--- src/rtl/datapath_sequencer.sv ---
`default_nettype none
// ============================================================================
// Module      : datapath_sequencer
// Description : Command sequencer that expands FILL / COPY / ALU commands into
//               a stream of datapath control words, one per clock.
//               FILL : write cmd_imm+i into R[cmd_da+i], i = 0..cmd_count
//               COPY : copy R[cmd_aa] into R[cmd_da+i], i = 0..cmd_count
//               ALU  : single word R[cmd_da] = F(R[cmd_aa], R[cmd_ba] or K)
//               Reserved op completes immediately with a sticky error.
// Ports       : clk, rst_n            clock, async active-low reset
//               i_cmd_*               command handshake and fields
//               o_cmd_ready           high only while idle
//               o_write .. o_k        registered datapath control word
//               o_busy/o_done/o_err   status (busy, completion pulse, error)
// Revision    : 1.0 - initial release
// ============================================================================
module datapath_sequencer (
    input  logic        clk,
    input  logic        rst_n,
    input  logic        i_cmd_valid,
    output logic        o_cmd_ready,
    input  logic [1:0]  i_cmd_op,
    input  logic [4:0]  i_cmd_fs,
    input  logic [4:0]  i_cmd_aa,
    input  logic [4:0]  i_cmd_ba,
    input  logic [4:0]  i_cmd_da,
    input  logic [4:0]  i_cmd_count,
    input  logic [63:0] i_cmd_imm,
    input  logic        i_cmd_bsel,
    output logic        o_write,
    output logic        o_bselect,
    output logic        o_en_b,
    output logic        o_en_alu,
    output logic        o_cin,
    output logic [4:0]  o_fs,
    output logic [4:0]  o_aa,
    output logic [4:0]  o_ba,
    output logic [4:0]  o_da,
    output logic [63:0] o_k,
    output logic        o_busy,
    output logic        o_done,
    output logic        o_err
);

    localparam logic [1:0] C_OP_FILL = 2'b00;
    localparam logic [1:0] C_OP_COPY = 2'b01;
    localparam logic [1:0] C_OP_ALU  = 2'b10;
    localparam logic [1:0] C_OP_RSV  = 2'b11;

    // FS code that routes the B operand (K) straight through the ALU
    localparam logic [4:0] C_FS_PASS_B = 5'b01000;
    localparam logic [4:0] C_R31       = 5'd31;

    typedef enum logic [1:0] {
        S_IDLE  = 2'd0,
        S_ISSUE = 2'd1,
        S_DONE  = 2'd2
    } state_t;

    typedef struct packed {
        logic        write;
        logic        bselect;
        logic        en_b;
        logic        en_alu;
        logic        cin;
        logic [4:0]  fs;
        logic [4:0]  aa;
        logic [4:0]  ba;
        logic [4:0]  da;
        logic [63:0] k;
    } ctrl_t;

    localparam ctrl_t C_IDLE_CTRL = '0;

    // Builds control word number idx of a command. Destination and K
    // increments wrap naturally at their field widths.
    function automatic ctrl_t make_word(
        input logic [1:0]  op,
        input logic [4:0]  fs,
        input logic [4:0]  aa,
        input logic [4:0]  ba,
        input logic [4:0]  da,
        input logic [63:0] imm,
        input logic        bsel,
        input logic [4:0]  idx
    );
        ctrl_t w;
        w        = '0;
        w.en_alu = 1'b1;
        case (op)
            C_OP_ALU: begin
                w.fs      = fs;
                w.aa      = aa;
                w.ba      = ba;
                w.bselect = bsel;
                w.da      = da;
                w.k       = imm;
            end
            C_OP_COPY: begin
                w.fs      = C_FS_PASS_B;
                w.aa      = aa;
                w.bselect = 1'b1;
                w.da      = da + idx;
                w.k       = '0;
            end
            default: begin
                w.fs      = C_FS_PASS_B;
                w.aa      = C_R31;
                w.bselect = 1'b1;
                w.da      = da + idx;
                w.k       = imm + {59'd0, idx};
            end
        endcase
        // R31 is read-only: the word still goes out, but without the write
        w.write = (w.da != C_R31);
        return w;
    endfunction

    state_t      r_state, w_state_nxt;
    logic [1:0]  r_op;
    logic [4:0]  r_fs, r_aa, r_ba, r_da, r_count, r_idx, w_idx_nxt;
    logic [63:0] r_imm;
    logic        r_bsel;
    logic        w_latch;
    ctrl_t       r_ctrl, w_ctrl_nxt;
    logic        r_busy, r_done, r_err, r_ready, w_err_nxt;

    // State register plus all registered outputs
    always_ff @(posedge clk or negedge rst_n) begin
        if (!rst_n) begin
            r_state <= S_IDLE;
            r_idx   <= '0;
            r_ctrl  <= C_IDLE_CTRL;
            r_busy  <= 1'b0;
            r_done  <= 1'b0;
            r_err   <= 1'b0;
            r_ready <= 1'b1;
        end else begin
            r_state <= w_state_nxt;
            r_idx   <= w_idx_nxt;
            r_ctrl  <= w_ctrl_nxt;
            r_busy  <= (w_state_nxt != S_IDLE);
            r_done  <= (w_state_nxt == S_DONE);
            r_err   <= w_err_nxt;
            r_ready <= (w_state_nxt == S_IDLE);
        end
    end

    // Command field capture
    always_ff @(posedge clk or negedge rst_n) begin
        if (!rst_n) begin
            r_op    <= '0;
            r_fs    <= '0;
            r_aa    <= '0;
            r_ba    <= '0;
            r_da    <= '0;
            r_count <= '0;
            r_imm   <= '0;
            r_bsel  <= 1'b0;
        end else if (w_latch) begin
            r_op    <= i_cmd_op;
            r_fs    <= i_cmd_fs;
            r_aa    <= i_cmd_aa;
            r_ba    <= i_cmd_ba;
            r_da    <= i_cmd_da;
            r_count <= i_cmd_count;
            r_imm   <= i_cmd_imm;
            r_bsel  <= i_cmd_bsel;
        end
    end

    // Next-state and next control word. The word computed here is the one
    // that becomes visible after the coming edge, so word 0 is built from
    // the live command inputs and later words from the captured fields.
    always_comb begin
        w_state_nxt = r_state;
        w_idx_nxt   = r_idx;
        w_ctrl_nxt  = C_IDLE_CTRL;
        w_err_nxt   = r_err;
        w_latch     = 1'b0;
        case (r_state)
            S_IDLE: begin
                if (i_cmd_valid) begin
                    w_latch   = 1'b1;
                    w_idx_nxt = '0;
                    w_err_nxt = (i_cmd_op == C_OP_RSV);
                    if (i_cmd_op == C_OP_RSV) begin
                        w_state_nxt = S_DONE;
                    end else begin
                        w_state_nxt = S_ISSUE;
                        w_ctrl_nxt  = make_word(i_cmd_op, i_cmd_fs, i_cmd_aa,
                                                i_cmd_ba, i_cmd_da, i_cmd_imm,
                                                i_cmd_bsel, 5'd0);
                    end
                end
            end
            S_ISSUE: begin
                if ((r_op == C_OP_ALU) || (r_idx == r_count)) begin
                    w_state_nxt = S_DONE;
                    w_idx_nxt   = '0;
                end else begin
                    w_idx_nxt  = r_idx + 5'd1;
                    w_ctrl_nxt = make_word(r_op, r_fs, r_aa, r_ba, r_da,
                                           r_imm, r_bsel, r_idx + 5'd1);
                end
            end
            S_DONE: begin
                w_state_nxt = S_IDLE;
            end
            default: begin
                w_state_nxt = S_IDLE;
                w_idx_nxt   = '0;
            end
        endcase
    end

    assign o_cmd_ready = r_ready;
    assign o_write     = r_ctrl.write;
    assign o_bselect   = r_ctrl.bselect;
    assign o_en_b      = r_ctrl.en_b;
    assign o_en_alu    = r_ctrl.en_alu;
    assign o_cin       = r_ctrl.cin;
    assign o_fs        = r_ctrl.fs;
    assign o_aa        = r_ctrl.aa;
    assign o_ba        = r_ctrl.ba;
    assign o_da        = r_ctrl.da;
    assign o_k         = r_ctrl.k;
    assign o_busy      = r_busy;
    assign o_done      = r_done;
    assign o_err       = r_err;

endmodule
`default_nettype wire

--- config.mk ---
export PLATFORM = sky130hd
export DESIGN_NAME = datapath_sequencer
export DESIGN_NICKNAME = d
export VERILOG_FILES = /design/src/rtl/datapath_sequencer.sv
export SDC_FILE = /design/constraint.sdc
export NUM_CORES = 1
export LEC_CHECK = 0
export ABC_AREA = 1
export ABC_CLOCK_PERIOD_IN_PS = 2100
export BUFFER_PORTS_ARGS = -buffer_cell sky130_fd_sc_hd__buf_2
export CAP_MARGIN = 25
export CORE_MARGIN = 4
export CORE_UTILIZATION = 50
export CTS_CLUSTER_DIAMETER = 100
export DETAILED_ROUTE_END_ITERATION = 8
export GPL_TIMING_DRIVEN = 0
export PLACE_DENSITY = 0.75
export SLEW_MARGIN = 15
export SYNTH_ARGS = -nofsm -noshare
export SYNTH_HDL_FRONTEND = slang
export SYNTH_SLANG_ARGS = --single-unit
export TNS_END_PERCENT = 50
--- constraint.sdc ---
create_clock -name clk -period 2.1 [get_ports clk]
set_input_delay 0 -clock clk [delete_from_list [all_inputs] [get_ports clk]]
set_output_delay 0 -clock clk [all_outputs]
set_load 0.02 [all_outputs]
==> flow_summary.html <==
<table>
<tr><th>Metric</th><th>Value</th></tr>
<tr><th colspan="2">Setup path</th></tr>
<tr><td>Worst setup path category</td><td>flip-flop to flip-flop</td></tr>
<tr><td>Cell type of the slowest stage on the worst timing path</td><td>sky130_fd_sc_hd__dfrtp_2</td></tr>
<tr><td>Gate family responsible for the most delay along the worst path</td><td>simple AND/OR/NAND/NOR gates</td></tr>
<tr><td>Required time of the worst setup path</td><td>2420 ps</td></tr>
<tr><td>RR Endpoint</td><td>o_k[46]</td></tr>
<tr><td>Crit path launch type</td><td>flip-flop</td></tr>
<tr><td>Most frequent cell on the critical path</td><td>sky130_fd_sc_hd__nand2_2</td></tr>
<tr><td>Data arrival, critical path</td><td>2810 ps</td></tr>
<tr><td>Maximum fanout along the worst path</td><td>6</td></tr>
<tr><td>Worst Setup End Kind</td><td>flip-flop</td></tr>
<tr><td>Startpoint of the worst setup timing path</td><td>r_idx[0]</td></tr>
<tr><td>Largest stage delay, worst path</td><td>460 ps</td></tr>
<tr><td>Worst r2r src</td><td>r_idx[0]</td></tr>
<tr><td>Number of buffers and inverters on the critical path</td><td>2</td></tr>
<tr><td>FF-to-FF path depth</td><td>13</td></tr>
<tr><td>Critical path cell sequence</td><td>ha_4, inv_4, fa_2, inv_2, nand2_2, nand2_2, nand2_2, o21bai_1, nand2_2, nor2_4, nand3_1, nand3_1, nand2_1</td></tr>
<tr><td>Flop2flop setup slack</td><td>-390 ps</td></tr>
<tr><th colspan="2">Yosys</th></tr>
<tr><td>Share of flip-flops with an asynchronous set or reset</td><td>1.00</td></tr>
<tr><td>Post-synthesis instance area</td><td>9660 um2</td></tr>
<tr><td>Number of cells produced by synthesis</td><td>1273</td></tr>
<tr><td>Average instance area after synthesis</td><td>7.59 um2</td></tr>
<tr><td>Most common flop cell mapped by yosys</td><td>sky130_fd_sc_hd__dfrtp_1</td></tr>
<tr><td>Number of synthesis warnings</td><td>0</td></tr>
<tr><td>EDFF count, synth</td><td>0</td></tr>
<tr><td>Synthesis-stage register bit count</td><td>179</td></tr>
<tr><td>Number of library cell types mapped by synthesis</td><td>41</td></tr>
<tr><td>Proportion of synthesized chip area in sequential cells</td><td>0.464</td></tr>
<tr><th colspan="2">Timing</th></tr>
<tr><td>Max Clock Freq</td><td>402 MHz</td></tr>
<tr><td>Unrepaired setup endpoints after global routing</td><td>true</td></tr>
<tr><td>Clock Skews</td><td>13.5 ps</td></tr>
<tr><td>Worst hold slack</td><td>95.0 ps</td></tr>
<tr><td>Shortest clock period the worst path allows after layout</td><td>2490 ps</td></tr>
<tr><td>Tightest Pin Transition</td><td>815 ps</td></tr>
<tr><td>Worst slew margin relative to its limit</td><td>0.452</td></tr>
<tr><td>Setup violators final</td><td>66</td></tr>
<tr><td>Post-route fraction of the period consumed by the critical path</td><td>1.19</td></tr>
<tr><td>Max-slew violations</td><td>0</td></tr>
<tr><td>Fin worst setup slack</td><td>-390 ps</td></tr>
<tr><td>Number of hold violations in the final report</td><td>0</td></tr>
<tr><th colspan="2">Clocking</th></tr>
<tr><td>Clock edge transition at the registers on the reported setup and hold paths</td><td>80 ps</td></tr>
<tr><td>Clk Latency, worst-skew pair</td><td>440 ps</td></tr>
<tr><td>Clock tree from TritonCTS</td><td>built</td></tr>
<tr><td>Clock sinks</td><td>179</td></tr>
<tr><td>Clk buf depth</td><td>2</td></tr>
<tr><td>Root buffer cell</td><td>sky130_fd_sc_hd__clkbuf_16</td></tr>
<tr><td>Number of buffers inserted during clock tree synthesis</td><td>17</td></tr>
<tr><td>CTS HTree Levels</td><td>4</td></tr>
<tr><th colspan="2">Power</th></tr>
<tr><td>Power per Cell Area</td><td>1400 nW/um2</td></tr>
<tr><td>Total power draw</td><td>0.0187 W</td></tr>
<tr><td>Peak supply drop</td><td>857 uV</td></tr>
<tr><td>Leakage power</td><td>6.59 nW</td></tr>
<tr><th colspan="2">Global route</th></tr>
<tr><td>Global-route usage over all layers</td><td>0.351</td></tr>
<tr><td>Maximum number of pins on one net before global-route repair</td><td>105</td></tr>
<tr><td>First-pass GRT wire length</td><td>58400 um</td></tr>
<tr><td>Number of antenna violations at the first check in global routing</td><td>0</td></tr>
<tr><td>Global-route congestion overflow total</td><td>0</td></tr>
<tr><td>Via count of the first global-routing pass</td><td>10600</td></tr>
<tr><th colspan="2">Floorplanning</th></tr>
<tr><td>Die boundary height</td><td>147 um</td></tr>
<tr><td>Die area</td><td>21600 um2</td></tr>
<tr><td>Top-Level Pins</td><td>188</td></tr>
<tr><td>Core box area</td><td>18800 um2</td></tr>
<tr><td>Die width</td><td>147 um</td></tr>
<tr><td>Initial Util</td><td>0.513</td></tr>
<tr><td>FP Rows</td><td>50</td></tr>
<tr><th colspan="2">Drt</th></tr>
<tr><td>Highest Signal Layer</td><td>met4</td></tr>
<tr><td>Remaining DRCs</td><td>0</td></tr>
<tr><td>DRC violation total after the first TritonRoute iteration</td><td>1006</td></tr>
<tr><td>Via-to-Cell Ratio</td><td>5.68</td></tr>
<tr><td>Via count of the routed design</td><td>10700</td></tr>
<tr><td>Drt first pass iters</td><td>6</td></tr>
<tr><td>M1 WL</td><td>15100 um</td></tr>
<tr><td>Detail Route met3 WL</td><td>3890 um</td></tr>
<tr><td>WL final</td><td>38300 um</td></tr>
<tr><td>Wirelength per Cell</td><td>20.4 um</td></tr>
<tr><td>Antenna Nets Post-Route</td><td>0</td></tr>
<tr><td>Routed met2 length</td><td>17700 um</td></tr>
<tr><th colspan="2">Run status</th></tr>
<tr><td>Violated checks</td><td>setup timing</td></tr>
<tr><td>Outcome</td><td>finished, violations left</td></tr>
<tr><th colspan="2">Final layout</th></tr>
<tr><td>Final instance area</td><td>13300 um2</td></tr>
<tr><td>Share of final-layout standard cells stronger than drive strength 1</td><td>0.260</td></tr>
<tr><td>Synth-to-layout area growth</td><td>37.9%</td></tr>
<tr><td>Top library cells by usage in the layout, fill and taps aside</td><td>sky130_fd_sc_hd__nand2_1 (388), sky130_fd_sc_hd__buf_2 (198), sky130_fd_sc_hd__dfrtp_1 (175), sky130_fd_sc_hd__nand3_1 (117), sky130_fd_sc_hd__inv_1 (106)</td></tr>
<tr><td>Area of all sequential standard cells</td><td>4480 um2</td></tr>
<tr><td>Number of filler instances in the final layout</td><td>1504</td></tr>
<tr><td>Commonest non-fill, non-tap cell in the layout</td><td>sky130_fd_sc_hd__nand2_1</td></tr>
<tr><td>Multi-input gate area</td><td>5010 um2</td></tr>
<tr><td>Layout net count</td><td>1718</td></tr>
<tr><td>Antenna diodes</td><td>0</td></tr>
<tr><th colspan="2">Job</th></tr>
<tr><td>Number of maximum-capacitance violations</td><td>0</td></tr>
<tr><th colspan="2">Hold path</th></tr>
<tr><td>Source of the worst hold timing path</td><td>i_cmd_valid</td></tr>
<tr><td>Sink of the worst hold path</td><td>r_op[1]</td></tr>
<tr><td>Depth of the worst hold-timing path</td><td>4</td></tr>
<tr><td>Worst min-delay path category</td><td>primary input to flip-flop</td></tr>
<tr><th colspan="2">Place</th></tr>
<tr><td>Post-Place Cell Area</td><td>11000 um2</td></tr>
<tr><td>Final HPWL DP</td><td>26600 um</td></tr>
<tr><td>Final RePlAce weighted congestion</td><td>1.01</td></tr>
<tr><td>Port Buf Inserts</td><td>185</td></tr>
<tr><td>Worst Setup Slack post-DPL</td><td>-704 ps</td></tr>
</table>
## state kept, by name (all words and copies together) (netlist names)
name / cells
r_op: 2
o_done: 1
o_ba: 5
o_cmd_ready: 1
r_count: 5
r_aa: 5
o_err: 1
r_imm: 64
o_en_alu: 1
r_da: 5
o_write: 1
r_idx: 5
r_state: 2
o_da: 5
o_bselect: 1
o_aa: 5
o_k: 64
o_busy: 1
o_fs: 5
## per-layer routing
metal | vias up | GRT usage
li1 | 4809 | -
met1 | 5102 | 0.461
met2 | 632 | 0.567
met3 | 127 | 0.0793
met4 | 0 | 0.142
met5 | - | 0
## cells by family after synthesis
| family | Yosys count | synth area share |
|---|---|---|
| AOI/OAI and AO/OA | 171 | 0.0950 |
| DFF | 179 | 0.464 |
| xor gates and xnor gates | 13 | 0.0118 |
| other | 1 | 0.000388 |
| and+or+nand+nor | 727 | 0.333 |
| adders and majority gates | 18 | 0.0249 |
| buffers and inverters | 164 | 0.0706 |
## synthesized netlist by cell type, types with 6 or more instances
| library cell | instances | area share |
|---|---|---|
| sky130_fd_sc_hd__a21oi_1 | 28 | 0.015 |
| sky130_fd_sc_hd__buf_2 | 17 | 0.0088 |
| sky130_fd_sc_hd__clkbuf_1 | 21 | 0.0082 |
| sky130_fd_sc_hd__dfrtp_1 | 178 | 0.46 |
| sky130_fd_sc_hd__ha_1 | 16 | 0.021 |
| sky130_fd_sc_hd__inv_1 | 112 | 0.044 |
| sky130_fd_sc_hd__inv_2 | 6 | 0.0023 |
| sky130_fd_sc_hd__nand2_1 | 406 | 0.16 |
| sky130_fd_sc_hd__nand2_2 | 9 | 0.0058 |
| sky130_fd_sc_hd__nand3_1 | 131 | 0.068 |
| sky130_fd_sc_hd__nand3_2 | 6 | 0.0062 |
| sky130_fd_sc_hd__nand4_1 | 25 | 0.016 |
| sky130_fd_sc_hd__nor2_1 | 90 | 0.035 |
| sky130_fd_sc_hd__nor2_2 | 24 | 0.016 |
| sky130_fd_sc_hd__nor3_1 | 14 | 0.0073 |
| sky130_fd_sc_hd__o21ai_0 | 92 | 0.048 |
| sky130_fd_sc_hd__o21ai_1 | 13 | 0.0067 |
| sky130_fd_sc_hd__o22ai_1 | 32 | 0.021 |
| sky130_fd_sc_hd__xor2_1 | 10 | 0.0091 |
## area by class of cell
cell class / count / area share
clock buffer: 18 / 0.0330
tap: 260 / 0.0244
clock inverter: 14 / 0.0146
sequential: 179 / 0.337
multi-input combinational: 931 / 0.376
timing repair buffer: 312 / 0.162
inverter: 118 / 0.0338
buffer: 46 / 0.0194
## what timing repair did
item	CTS	global route
gates resized for setup	101	37
endpoints found under the hold margin	242	0
pin swaps	32	26
setup buffers	25	8
hold buffers	93	0
setup endpoints to repair	65	70
## how the worst max path moves through the flow
stage,endpoint,cells after the start,slack [ps]
2_1_floorplan,o_k[40],13,-10
3_3_place_gp,r_count[0],1,-1810
3_5_place_dp,o_k[55],13,-700
4_1_cts,o_k[54],13,-270
5_1_grt,o_k[18],14,-480
6_report,o_k[46],13,-390
## through the flow
step                TNS (ps)  utilization  cells
floorplan              -32.3            -   1274
global placement     -341920        0.583   1719
detailed placement    -22990        0.585   1720
CTS                   -10060        0.697   1870
global route          -20650        0.708   1878
finish                -15320        0.708   1878
## power breakdown
| group | internal [W] | leakage, nW | total (W) | switching (W) |
|---|---|---|---|---|
| logic | 0.00281 | 3.98 | 0.00902 | 0.00620 |
| registers | 0.00488 | 2.30 | 0.00615 | 0.00127 |
| clock network | 0.00195 | 0.308 | 0.00348 | 0.00153 |
## worst min-delay path: cells and delay by family
| kind | cells | cell delay, ps |
|---|---|---|
| and+or+nand+nor | 2 | 320 |
| buffers and inverters | 1 | 90 |
| AOI/OAI and AO/OA | 1 | 70 |
Note: power is estimated with default switching activity, not from simulation.
